==> config.mk <==
export PLATFORM = sky130hd
export DESIGN_NAME = data_ram_arbiter
export DESIGN_NICKNAME = d
export VERILOG_FILES = /design/src/rtl/mem_arb_pkg.sv /design/src/rtl/mem_arb_starve_ctr.sv /design/src/rtl/data_ram_arbiter.sv
export SDC_FILE = /design/constraint.sdc
export NUM_CORES = 1
export LEC_CHECK = 0
export ABC_AREA = 0
export BUFFER_PORTS_ARGS = -buffer_cell sky130_fd_sc_hd__buf_4
export CORE_MARGIN = 1
export CORE_UTILIZATION = 34
export DETAILED_ROUTE_END_ITERATION = 10
export GPL_TIMING_DRIVEN = 0
export PLACE_DENSITY = 0.67
export SLEW_MARGIN = 20
export SYNTH_ARGS = -nofsm -noshare
export SYNTH_HDL_FRONTEND = slang
export SYNTH_SLANG_ARGS = --single-unit
==> constraint.sdc <==
create_clock -name clk -period 1.92 [get_ports clk]
set_input_delay 0.096 -clock clk [delete_from_list [all_inputs] [get_ports clk]]
set_output_delay 0.096 -clock clk [all_outputs]
set_load 0.05 [all_outputs]
==> src/rtl/mem_arb_pkg.sv <==
// Shared types for the data RAM arbiter: FSM states, owner IDs, latched request fields.
// Latency: n/a (types and constants only).
// Backpressure: n/a.
package mem_arb_pkg;

    typedef enum logic [1:0] {
        ST_IDLE  = 2'd0,
        ST_ISSUE = 2'd1,
        ST_RESP  = 2'd2
    } arb_state_e;

    // Owner of the transaction in flight.
    localparam logic OWN_CORE = 1'b0;
    localparam logic OWN_DMA  = 1'b1;

    // Payload captured at grant and replayed onto the RAM port during ISSUE.
    typedef struct packed {
        logic        we;
        logic [31:0] addr;
        logic [31:0] wdata;
        logic [2:0]  ubhw;
    } req_fields_t;

endpackage

==> src/rtl/mem_arb_starve_ctr.sv <==
// Winner selection between core and DMA with a DMA starvation counter.
// Latency: grant is combinational; wait count updates on the clock edge.
// Backpressure: a losing DMA request gains priority after MAX_WAIT lost arbitrations.
//
// Ports:
//   clk_i, rst_ni            clock, asynchronous active-low reset
//   arb_en_i                 this cycle is an arbitration opportunity
//   c_req_i, d_req_i         raw requests from core and DMA
//   excl_en_i, excl_own_i    exclude the given owner (the port currently being acked)
//   grant_vld_o, grant_own_o winner valid and its owner ID
module mem_arb_starve_ctr
    import mem_arb_pkg::*;
#(
    parameter int MAX_WAIT = 4
) (
    input  logic clk_i,
    input  logic rst_ni,
    input  logic arb_en_i,
    input  logic c_req_i,
    input  logic d_req_i,
    input  logic excl_en_i,
    input  logic excl_own_i,
    output logic grant_vld_o,
    output logic grant_own_o
);

    localparam int CW = $clog2(MAX_WAIT + 1);

    logic [CW-1:0] wait_cnt_q, wait_cnt_d;
    logic          c_elig, d_elig, starved, d_win;

    // A port being acked this cycle does not compete, so it neither wins nor
    // counts as a loss.
    assign c_elig  = c_req_i & ~(excl_en_i & (excl_own_i == OWN_CORE));
    assign d_elig  = d_req_i & ~(excl_en_i & (excl_own_i == OWN_DMA));
    assign starved = (wait_cnt_q == CW'(MAX_WAIT));
    assign d_win   = d_elig & (~c_elig | starved);

    assign grant_vld_o = arb_en_i & (c_elig | d_elig);
    assign grant_own_o = d_win ? OWN_DMA : OWN_CORE;

    always_comb begin
        wait_cnt_d = wait_cnt_q;
        if (arb_en_i) begin
            if (d_win) begin
                wait_cnt_d = '0;
            end else if (d_elig && !starved) begin
                wait_cnt_d = wait_cnt_q + CW'(1);
            end
        end
    end

    always_ff @(posedge clk_i or negedge rst_ni) begin
        if (!rst_ni) begin
            wait_cnt_q <= '0;
        end else begin
            wait_cnt_q <= wait_cnt_d;
        end
    end

endmodule

==> src/rtl/data_ram_arbiter.sv <==
// Two-port (core, DMA) arbiter onto a single data RAM: IDLE -> ISSUE -> RESP per transaction.
// Latency: request seen in IDLE -> RAM strobe next cycle -> ack/rdata the cycle after.
// Backpressure: core stalls via c_stall until ack; DMA waits on d_ack, promoted after MAX_WAIT losses.
//
// Ports:
//   clk, rst                          clock, asynchronous active-low reset
//   c_* (req/we/addr/wdata/ubhw/cancel in; ack/rdata/fault/stall out)  core MEM-stage port
//   d_* (req/we/addr/wdata/ubhw in; ack/rdata/fault out)              DMA/debug port
//   ram_* (addr/din/we/re/ubhw out; dout/fault in)                     RAM port, 1-cycle response
module data_ram_arbiter
    import mem_arb_pkg::*;
#(
    parameter int MAX_WAIT = 4
) (
    input  logic        clk,
    input  logic        rst,
    input  logic        c_req,
    input  logic        c_we,
    input  logic [31:0] c_addr,
    input  logic [31:0] c_wdata,
    input  logic [2:0]  c_ubhw,
    input  logic        c_cancel,
    output logic        c_ack,
    output logic [31:0] c_rdata,
    output logic        c_fault,
    output logic        c_stall,
    input  logic        d_req,
    input  logic        d_we,
    input  logic [31:0] d_addr,
    input  logic [31:0] d_wdata,
    input  logic [2:0]  d_ubhw,
    output logic        d_ack,
    output logic [31:0] d_rdata,
    output logic        d_fault,
    output logic [31:0] ram_addr,
    output logic [31:0] ram_din,
    output logic        ram_we,
    output logic        ram_re,
    output logic [2:0]  ram_ubhw,
    input  logic [31:0] ram_dout,
    input  logic        ram_fault
);

    arb_state_e  state_q;
    logic        own_q;
    req_fields_t req_q;
    logic [31:0] c_rdata_q, d_rdata_q;

    logic        in_issue, in_resp;
    logic        grant_vld, grant_own;
    req_fields_t grant_fields;
    logic        cancel_wr;

    assign in_issue = (state_q == ST_ISSUE);
    assign in_resp  = (state_q == ST_RESP);

    // Arbitration happens in IDLE and overlapped with RESP; the owner being
    // acked is excluded so the other port can issue back-to-back.
    mem_arb_starve_ctr #(
        .MAX_WAIT (MAX_WAIT)
    ) u_starve (
        .clk_i       (clk),
        .rst_ni      (rst),
        .arb_en_i    ((state_q == ST_IDLE) | in_resp),
        .c_req_i     (c_req),
        .d_req_i     (d_req),
        .excl_en_i   (in_resp),
        .excl_own_i  (own_q),
        .grant_vld_o (grant_vld),
        .grant_own_o (grant_own)
    );

    always_comb begin
        if (grant_own == OWN_DMA) begin
            grant_fields = '{we: d_we, addr: d_addr, wdata: d_wdata, ubhw: d_ubhw};
        end else begin
            grant_fields = '{we: c_we, addr: c_addr, wdata: c_wdata, ubhw: c_ubhw};
        end
    end

    always_ff @(posedge clk or negedge rst) begin
        if (!rst) begin
            state_q   <= ST_IDLE;
            own_q     <= OWN_CORE;
            req_q     <= '0;
            c_rdata_q <= '0;
            d_rdata_q <= '0;
        end else begin
            case (state_q)
                ST_IDLE: begin
                    if (grant_vld) begin
                        req_q   <= grant_fields;
                        own_q   <= grant_own;
                        state_q <= ST_ISSUE;
                    end
                end
                ST_ISSUE: begin
                    state_q <= ST_RESP;
                end
                ST_RESP: begin
                    // Keep the last response visible on the owner's port after ack.
                    if (own_q == OWN_CORE) begin
                        c_rdata_q <= ram_dout;
                    end else begin
                        d_rdata_q <= ram_dout;
                    end
                    if (grant_vld) begin
                        req_q   <= grant_fields;
                        own_q   <= grant_own;
                        state_q <= ST_ISSUE;
                    end else begin
                        state_q <= ST_IDLE;
                    end
                end
                default: begin
                    state_q <= ST_IDLE;
                end
            endcase
        end
    end

    // A core write cancelled by the exception unit still runs its slot and
    // acks, it just never strobes the RAM.
    assign cancel_wr = in_issue & (own_q == OWN_CORE) & c_cancel;

    assign ram_we   = in_issue & req_q.we & ~cancel_wr;
    assign ram_re   = in_issue & ~req_q.we;
    assign ram_addr = in_issue ? req_q.addr  : 32'h0;
    assign ram_din  = in_issue ? req_q.wdata : 32'h0;
    assign ram_ubhw = in_issue ? req_q.ubhw  : 3'h0;

    assign c_ack   = in_resp & (own_q == OWN_CORE);
    assign d_ack   = in_resp & (own_q == OWN_DMA);
    assign c_rdata = c_ack ? ram_dout : c_rdata_q;
    assign d_rdata = d_ack ? ram_dout : d_rdata_q;
    assign c_fault = c_ack & ram_fault;
    assign d_fault = d_ack & ram_fault;
    assign c_stall = c_req & ~c_ack;

endmodule
==> impl_metrics.yaml, run 1 <==
clocking:
  htree_levels: 4
  clk_pin_slew_worst_paths_ns: 0.06
  cts.path.max_buffers: 2
  cts_root_buf: "clkbuf_16"
  clkSinkCount: 138
  numCtsBuffers: 17
  clk_latency_ns: 0.42
  cts_tree: "yes"
synthesis:
  synth_top_family_by_area: "simple AND/OR/NAND/NOR gates"
  yosys.area_share.simple: 0.264
  ys.flop_type: "dfrtp_1"
  syn_nets: 861
  syn_area_um2: 6240
  synthArstFlopShare: 1.00
  yosysTopAreaCell: "dfrtp_1"
  synth_commonest_cells: "nand2_1, dfrtp_1, nor2_1"
  synth_compound_area_frac: 0.0798
  synth_area_leaders: "dfrtp_1, nand2_1, and2_1"
  synth_xor_area_frac: 0
  synthDistinctLibCells: 29
  syn-instance-count: 685
  ys_warn_count: 0
  synth.most_common_cell: "nand2_1"
  synth_top_area_share: 0.553
  synth_mux_area_frac: 0.0611
  ys_ff_latch: 138
  synth_area_per_cell_um2: 9.11
  synth_fa_ha_area_frac: 0.00401
  synth_edf_count: 0
  yosysSeqAreaShare: 0.553
placed_design:
  hpwlAfterDp_um: 15000
  dp_slack_ns: -0.248
  gp_routability_congestion: 0.777
  dp.cells: 1226
  io_buffers: 311
sta:
  skew_ns: 0.0145
  slew_violations: 0
  period_share: 1.10
  setup_ws_ns: -0.190
  hold_viol: 0
  finalWorstPathRequiredPeriod_ns: 2.11
  grt_setup_unrepaired: "true"
  setup_viol: 79
  max_freq_ghz: 0.474
  worst_slew_pin_slew_ns: 0.640
  slew_headroom: 0.573
  fin_tns_setup_ns: -5.64
route:
  drc: 0
  drtPass1Iterations: 5
  ant_nets: 0
  routed_wl_um: 31300
  drt_iter0_markers: 441
  routed_via_density: 5.17
  post_drt_wl_per_cell_um: 21.0
  vias: 7709
setup_path:
  cp-end-kind: "output pin"
  cp-start-kind: "register"
  r2r_cells: 10
  crit_required_ns: 1.82
  path_max_fanout: 9
  cp-endpoint: "c_rdata[26]"
  crit_start: "state_q[0]"
  rr_endpoint: "req_q[61]"
  r2r_setup_slack_ns: -0.04
  path_class: "register to output pin"
  timing.rr.start: "own_q"
  crit_arrival_ns: 2.01
power:
  p_switching_w: 0.0132
  vdd_drop_max_uv: 1940
  swShare: 0.491
  finalPower_w: 0.0268
  intPower_w: 0.0137
  power.clock.fraction: 0.124
  seq_power_share: 0.195
  p_leak_nw: 6.52
  p_per_area_nw_per_um2: 1990
  pwr-share-comb: 0.681
grt:
  grt_max_degree: 76
  grt.overflow.total: 0
  grtUsageTotal: 0.265
  grt_pass1_wl_um: 37600
  antenna_found_initial: 1
  first_global_vias: 7238
finish:
  multiInputGateArea_um2: 3330
  fill_cells: 1071
  final_nets: 1426
  utilization: 0.750
  antennaDiodeCount: 0
  stdcell_count: 1492
  final_layout_size_suffix_gt1_frac: 0.494
  area_growth_pct: 116
  ff_latch_area_um2: 3460
run_status:
  violations: "setup timing"
  status: "finished, violations left"
floorplan:
  rows: 49
  core-area_um2: 18000
  ios: 312
  dieHeight_um: 138
  die_area_um2: 18900
  dieWidth_um: 138
  start_util: 0.348
worst_hold_path:
  hold_class: "input port to register"
job:
  drv_cap: 0
==> layer usage <==
metal,track usage,share of wire
met1,0.290,0.35
met2,0.477,0.53
met3,0.0717,0.082
met4,0.121,0.036
met5,0,0.00032
==> worst max-delay path, stage by stage (launching register included) <==
cell     delay, ns
dfrtp_2       0.45
nor3b_4       0.23
buf_6         0.20
buf_8         0.17
mux2_4        0.36
buf_6         0.18
==> repair_timing <==
action,CTS,global route
hold buffers,169,0
resized for setup,175,319
cloned,2,9
setup buffers,13,43
endpoints found under the setup margin,238,172
pin swaps,14,86
endpoints found under the hold margin,204,0
==> power groups by stage <==
| stage | registers [W] | logic, W | clock network (W) |
|---|---|---|---|
| 4_1_cts | 0.00493 | 0.0147 | 0.00329 |
| 3_5_place_dp | 0.00498 | 0.0129 | 0 |
| 6_report | 0.00523 | 0.0183 | 0.00332 |
| 2_1_floorplan | 0.00481 | 0.00906 | 0 |
| 3_3_place_gp | 0.00490 | 0.0129 | 0 |
| 5_1_grt | 0.00534 | 0.0189 | 0.00346 |
==> logic make-up after synthesis <==
logic type / count (synthesis)
fa+ha+maj: 2
flops: 138
compound gates: 76
buf+inv: 51
simple gates: 384
mux: 34
==> layout by cell type (no fill, tap or decap), types with 2 or more instances in the layout <==
master / Yosys / layout
nand2_2: 0 / 32
clkinvlp_4: 0 / 3
clkbuf_4: 0 / 5
nand2_4: 0 / 61
clkbuf_2: 0 / 2
inv_1: 3 / 3
nand2_1: 234 / 141
a31oi_4: 0 / 3
and2_1: 69 / 48
nor2_1: 70 / 70
dfrtp_2: 0 / 3
and2_4: 0 / 21
a31oi_2: 0 / 4
buf_2: 27 / 11
dfrtp_1: 138 / 135
a31oi_1: 68 / 61
nand3b_1: 2 / 2
buf_6: 1 / 83
buf_4: 1 / 253
clkinv_2: 0 / 3
clkbuf_8: 0 / 4
dlygate4sd3_1: 0 / 169
buf_12: 0 / 9
inv_6: 0 / 4
buf_8: 0 / 52
clkbuf_16: 0 / 23
a21o_1: 3 / 3
mux2_2: 33 / 13
mux2_4: 0 / 20
==> cell type report <==
class	instances	area share
buffer	45	0.0371
clock buffer	20	0.0346
clock inverter	12	0.00826
inverter	4	0.00204
multi-input combinational	496	0.247
sequential	138	0.257
tap	229	0.0213
timing repair buffer	547	0.392
timing repair inverter	1	0.000836
==> state kept, by name, summed over array words and instances, names as in the netlist <==
signal               cells
req_q                   68
c_rdata_q               32
u_starve.wait_cnt_q      3
own_q                    1
state_q                  2
d_rdata_q               32
==> stage by stage <==
stage	instance area, um2	hold slack (ns)
after global routing	13500	0.237
after CTS	11900	0.160
final	13500	0.214
after detailed placement	8900	0.113
after global placement	8870	0.324
after floorplan	6240	-0.200
==> how the worst min path moves through the flow <==
stage          slack [ns]                     end   startpoint  depth (start not counted)
6_report             0.21  u_starve.wait_cnt_q[1]        d_req                          3
5_1_grt              0.24  u_starve.wait_cnt_q[1]        d_req                          3
4_1_cts              0.16  u_starve.wait_cnt_q[1]        d_req                          3
3_5_place_dp         0.11           c_rdata_q[15]          rst                          1
3_3_place_gp         0.32            d_rdata_q[8]  ram_dout[8]                          3
2_1_floorplan       -0.20            c_rdata_q[0]          rst                          0
Power figures use the tool's default switching activity.
==> run 2: changes to the inputs <==
PLACE_DENSITY = 0.7   (was 0.67)
clock period = 1.7 ns   (was 1.92 ns; I/O delays follow)
==> impl_metrics.yaml, run 2 (synthesized netlist as in run 1, its figures left out) <==
run_status:
  status: "finished, violations left"
  violations: "setup timing"
power:
  swShare: 0.469
  seq_power_share: 0.183
  power.clock.fraction: 0.121
  p_switching_w: 0.0149
  p_leak_nw: 6.80
  p_per_area_nw_per_um2: 2240
  finalPower_w: 0.0317
  pwr-share-comb: 0.696
  vdd_drop_max_uv: 2030
  intPower_w: 0.0168
route:
  ant_nets: 0
  vias: 7713
  post_drt_wl_per_cell_um: 20.6
  drt_iter0_markers: 347
  routed_wl_um: 31200
  routed_via_density: 5.08
  drtPass1Iterations: 5
  drc: 0
finish:
  final_cell_mix: "buf_4, dlygate4sd3_1, nand2_1"
  ff_latch_area_um2: 3460
  regMostFlops: "req_q"
  fill_cells: 977
  largest_register_ffs: 68
  multiInputGateArea_um2: 3180
  antennaDiodeCount: 0
  top_regs: "req_q (68), c_rdata_q (32), d_rdata_q (32)"
  utilization: 0.787
  stdcell_count: 1519
  final_nets: 1453
  final_layout_size_suffix_gt1_frac: 0.513
  final_common_cell: "buf_4"
  area_growth_pct: 126
setup_path:
  slowest_stage: "dfrtp_2"
  cp-end-kind: "output pin"
  crit_required_ns: 1.62
  path_class: "register to output pin"
  crit_family: "buffers and inverters"
  cp_common_cell: "nand2_2"
  crit_chain: "buf_4 > nand3b_1 > buf_6 > clkinv_8 > buf_12 > clkbuf_16 > nand2_2 > nand2_2 > buf_8"
  cp.depth: 9
  crit_arrival_ns: 2.04
  max_stage_delay_ns: 0.43
  cp-start-kind: "register"
  r2r_cells: 10
  path_max_fanout: 5
  crit_buf_inv: 6
sta:
  max_freq_ghz: 0.470
  setup_ws_ns: -0.429
  skew_ns: 0.0111
  finalWorstPathRequiredPeriod_ns: 2.13
  slew_headroom: 0.594
  worst_slew_pin_slew_ns: 0.609
  setup_viol: 212
  slew_violations: 0
  period_share: 1.25
  hold_viol: 0
  grt_setup_unrepaired: "true"
  hold_slack_ns: 0.213
placed_design:
  dp_slack_ns: -0.444
  dp.cells: 1226
  gp_routability_congestion: 0.784
  hpwlAfterDp_um: 14900
  io_buffers: 311
worst_hold_path:
  hold_class: "input port to register"
  whs_path_depth: 4
floorplan:
  core-area_um2: 18000
  ios: 312
  die_area_um2: 18900
  start_util: 0.348
  rows: 49
  dieWidth_um: 138
  dieHeight_um: 138
job:
  drv_cap: 0
clocking:
  numCtsBuffers: 17
  cts_tree: "yes"
  clkSinkCount: 138
  htree_levels: 4
  cts.path.max_buffers: 2
  clk_pin_slew_worst_paths_ns: 0.06
  cts_root_buf: "clkbuf_16"
  clk_latency_ns: 0.42
grt:
  grtUsageTotal: 0.282
  antenna_found_initial: 0
  grt_pass1_wl_um: 39700
  grt.overflow.total: 0
  first_global_vias: 7569
  grt_max_degree: 79
run 2: cell count changes in the layout (fill, tap and decap cells not counted), sizes merged:
| cell | before | now |
|---|---|---|
| clkinvlp | 3 | 4 |
| clkbuf | 34 | 41 |
| bufinv | 1 | 2 |
| buf | 409 | 428 |
| clkinv | 5 | 3 |
| inv | 8 | 9 |
run 2: cell type report:
class                           count  share of cell area
Multi-Input combinational cell    496               0.225
Clock buffer                       18              0.0311
Tap cell                          229              0.0203
Inverter                            4             0.00195
Buffer                             44              0.0410
Sequential cell                   138               0.245
Timing Repair Buffer              576               0.425
Clock inverter                     14              0.0112
run 2: per-layer routing:
metal	up-vias	global-route usage	routed length, um
li1	3417	-	-
met1	3756	0.302	11400
met2	451	0.498	16200
met3	89	0.0809	2440
met4	0	0.155	1200
met5	-	0	0
run 2: power by group through the flow:
stage               logic (W)  registers, W  clock network [W]
floorplan              0.0105       0.00543                  0
global placement       0.0147       0.00552                  0
detailed placement     0.0149       0.00561                  0
CTS                    0.0174       0.00555            0.00384
global route           0.0228       0.00594            0.00405
finish                 0.0220       0.00579            0.00384
run 2: path summary, 6_finish.rpt:
check	endpoint	slack, ns	start
setup reg to reg	req_q[58]	-0.33	own_q
max in group asynchronous	own_q	0.68	rst
min in group asynchronous	d_rdata_q[12]	0.25	rst
hold reg to reg	d_rdata_q[9]	0.49	d_rdata_q[9]
setup / recovery	d_rdata[16]	-0.43	own_q
hold / removal	u_starve.wait_cnt_q[2]	0.21	d_req
run 2: tightest hold or removal path, cell delays in order:
cell	delay [ns]
buf_4	0.14
nand3b_1	0.16
a21o_1	0.11
a21o_1	0.10
run 2: through the flow:
step	setup TNS, ns	area (um2)
after floorplan	-1.62	6360
after global placement	-59.30	8980
after detailed placement	-62.15	9020
after CTS	-53.56	12500
after global routing	-66.95	14100
final	-50.79	14100
run 2: timing repair:
item / 4_1_cts / 5_1_grt
hold buffers: 169 / 0
pin swaps: 57 / 79
resized for setup: 209 / 329
endpoints found under the hold margin: 197 / 0
setup buffers: 34 / 42
gates cloned: 7 / 12
setup endpoints to repair: 263 / 215
==> run 3: changes to the inputs <==
CORE_MARGIN = 2   (was 1)
SKIP_CTS_REPAIR_TIMING = 1   (was unset)
==> impl_metrics.yaml, run 3 (synthesized netlist as in run 1, its figures left out) <==
sta:
  setup_viol: 208
  worst_slew_pin_slew_ns: 0.525
  slew_headroom: 0.650
  fin_tns_setup_ns: -37.25
  max_freq_ghz: 0.478
  hold_viol: 0
  finalWorstPathRequiredPeriod_ns: 2.09
  grt_setup_unrepaired: "true"
  setup_ws_ns: -0.390
  period_share: 1.23
  slew_violations: 0
  skew_ns: 0.00914
  hold_slack_ns: 0.165
placed_design:
  hpwlAfterDp_um: 15000
  io_buffers: 311
  placed_cell_area_um2: 9020
  gp_routability_congestion: 0.829
  dp.cells: 1226
power:
  finalPower_w: 0.0313
  p_per_area_nw_per_um2: 2230
  p_leak_nw: 6.77
  vdd_drop_max_uv: 1960
grt:
  grt_pass1_wl_um: 31200
  first_global_vias: 6000
  grt.overflow.total: 0
  grtUsageTotal: 0.203
  grt_max_degree: 77
  antenna_found_initial: 0
route:
  vias: 7811
  routed_wl_um: 30900
  drt_iter0_markers: 512
  ant_nets: 0
  post_drt_wl_per_cell_um: 20.6
  drc: 0
  drtPass1Iterations: 5
  routed_via_density: 5.20
setup_path:
  crit_start: "own_q"
  crit_arrival_ns: 2.01
  cp-endpoint: "c_rdata[8]"
  r2r_cells: 10
  rr_endpoint: "req_q[12]"
  timing.rr.start: "u_starve.wait_cnt_q[0]"
  cp-end-kind: "output pin"
  path_max_fanout: 10
  path_class: "register to output pin"
  crit_required_ns: 1.62
  cp-start-kind: "register"
  r2r_setup_slack_ns: -0.28
clocking:
  clk_latency_ns: 0.41
  cts_root_buf: "clkbuf_16"
  clk_pin_slew_worst_paths_ns: 0.06
  cts_tree: "yes"
  clkSinkCount: 138
  numCtsBuffers: 17
  cts.path.max_buffers: 2
  htree_levels: 4
floorplan:
  rows: 49
  dieHeight_um: 140
  core-area_um2: 18000
  dieWidth_um: 140
  ios: 312
  die_area_um2: 19500
  start_util: 0.348
run_status:
  status: "finished, violations left"
  violations: "setup timing"
finish:
  antennaDiodeCount: 0
  largest_register_ffs: 68
  regMostFlops: "req_q"
  final_layout_size_suffix_gt1_frac: 0.533
  final_common_cell: "buf_4"
  final_area_um2: 14000
  final_nets: 1437
  stdcell_count: 1503
  final_cell_mix: "buf_4, dlygate4sd3_1, nand2_1"
  fill_cells: 965
  area_growth_pct: 125
  top_regs: "req_q (68), c_rdata_q (32), d_rdata_q (32)"
worst_hold_path:
  hold_class: "input port to register"
job:
  drv_cap: 0
==> run 3: cell count changes in the layout (fill, tap and decap cells not counted), sizes merged <==
cell / change
inv: -4
clkinv: +5
clkbuf: -6
bufinv: -2
clkinvlp: +1
buf: -10
==> run 3: worst min path at each step <==
stage / startpoint / end / slack, ns / cells past startpoint
2_1_floorplan: rst / c_rdata_q[0] / -0.21 / 0
3_3_place_gp: ram_dout[7] / d_rdata_q[7] / 0.31 / 3
3_5_place_dp: rst / d_rdata_q[6] / 0.06 / 1
4_1_cts: rst / c_rdata_q[10] / -0.39 / 1
5_1_grt: d_req / u_starve.wait_cnt_q[1] / 0.21 / 3
6_report: d_req / u_starve.wait_cnt_q[1] / 0.17 / 3
==> run 3: area by class of cell <==
| type | instances | area (um2) | share of cell area |
|---|---|---|---|
| Timing Repair Buffer | 557 | 5860 | 0.417 |
| Sequential cell | 138 | 3460 | 0.246 |
| Multi-Input combinational cell | 496 | 3350 | 0.239 |
| Buffer | 47 | 522 | 0.0372 |
| Clock buffer | 18 | 439 | 0.0313 |
| Tap cell | 229 | 287 | 0.0204 |
| Clock inverter | 14 | 98.8 | 0.00705 |
| Inverter | 4 | 18.8 | 0.00134 |
==> run 3: per-stage QoR <==
step,util,worst slack (ns)
floorplan,-,-0.0948
global placement,0.500,-0.440
detailed placement,0.502,-0.474
CTS,0.532,-0.937
global route,0.781,-0.471
finish,0.781,-0.390
==> run 3: report_power, final <==
part,switching (W),internal (W),total [W]
Sequential,0.000897,0.00496,0.00586
Clock,0.00153,0.00191,0.00344
Combinational,0.0124,0.00956,0.0220
==> run 3: critical path, stage by stage, from the launching register on <==
cell	delay, ns
dfrtp_2	0.45
nor3b_4	0.26
buf_6	0.19
buf_12	0.15
mux2_2	0.37
buf_6	0.16
==> run 3: per-layer routing <==
metal | global-route usage | wire length [um] | up-vias
met5 | 0 | 0 | -
met4 | 0.0558 | 1290 | 0
li1 | - | - | 3384
met3 | 0.0757 | 2280 | 106
met2 | 0.343 | 16100 | 484
met1 | 0.244 | 11200 | 3837
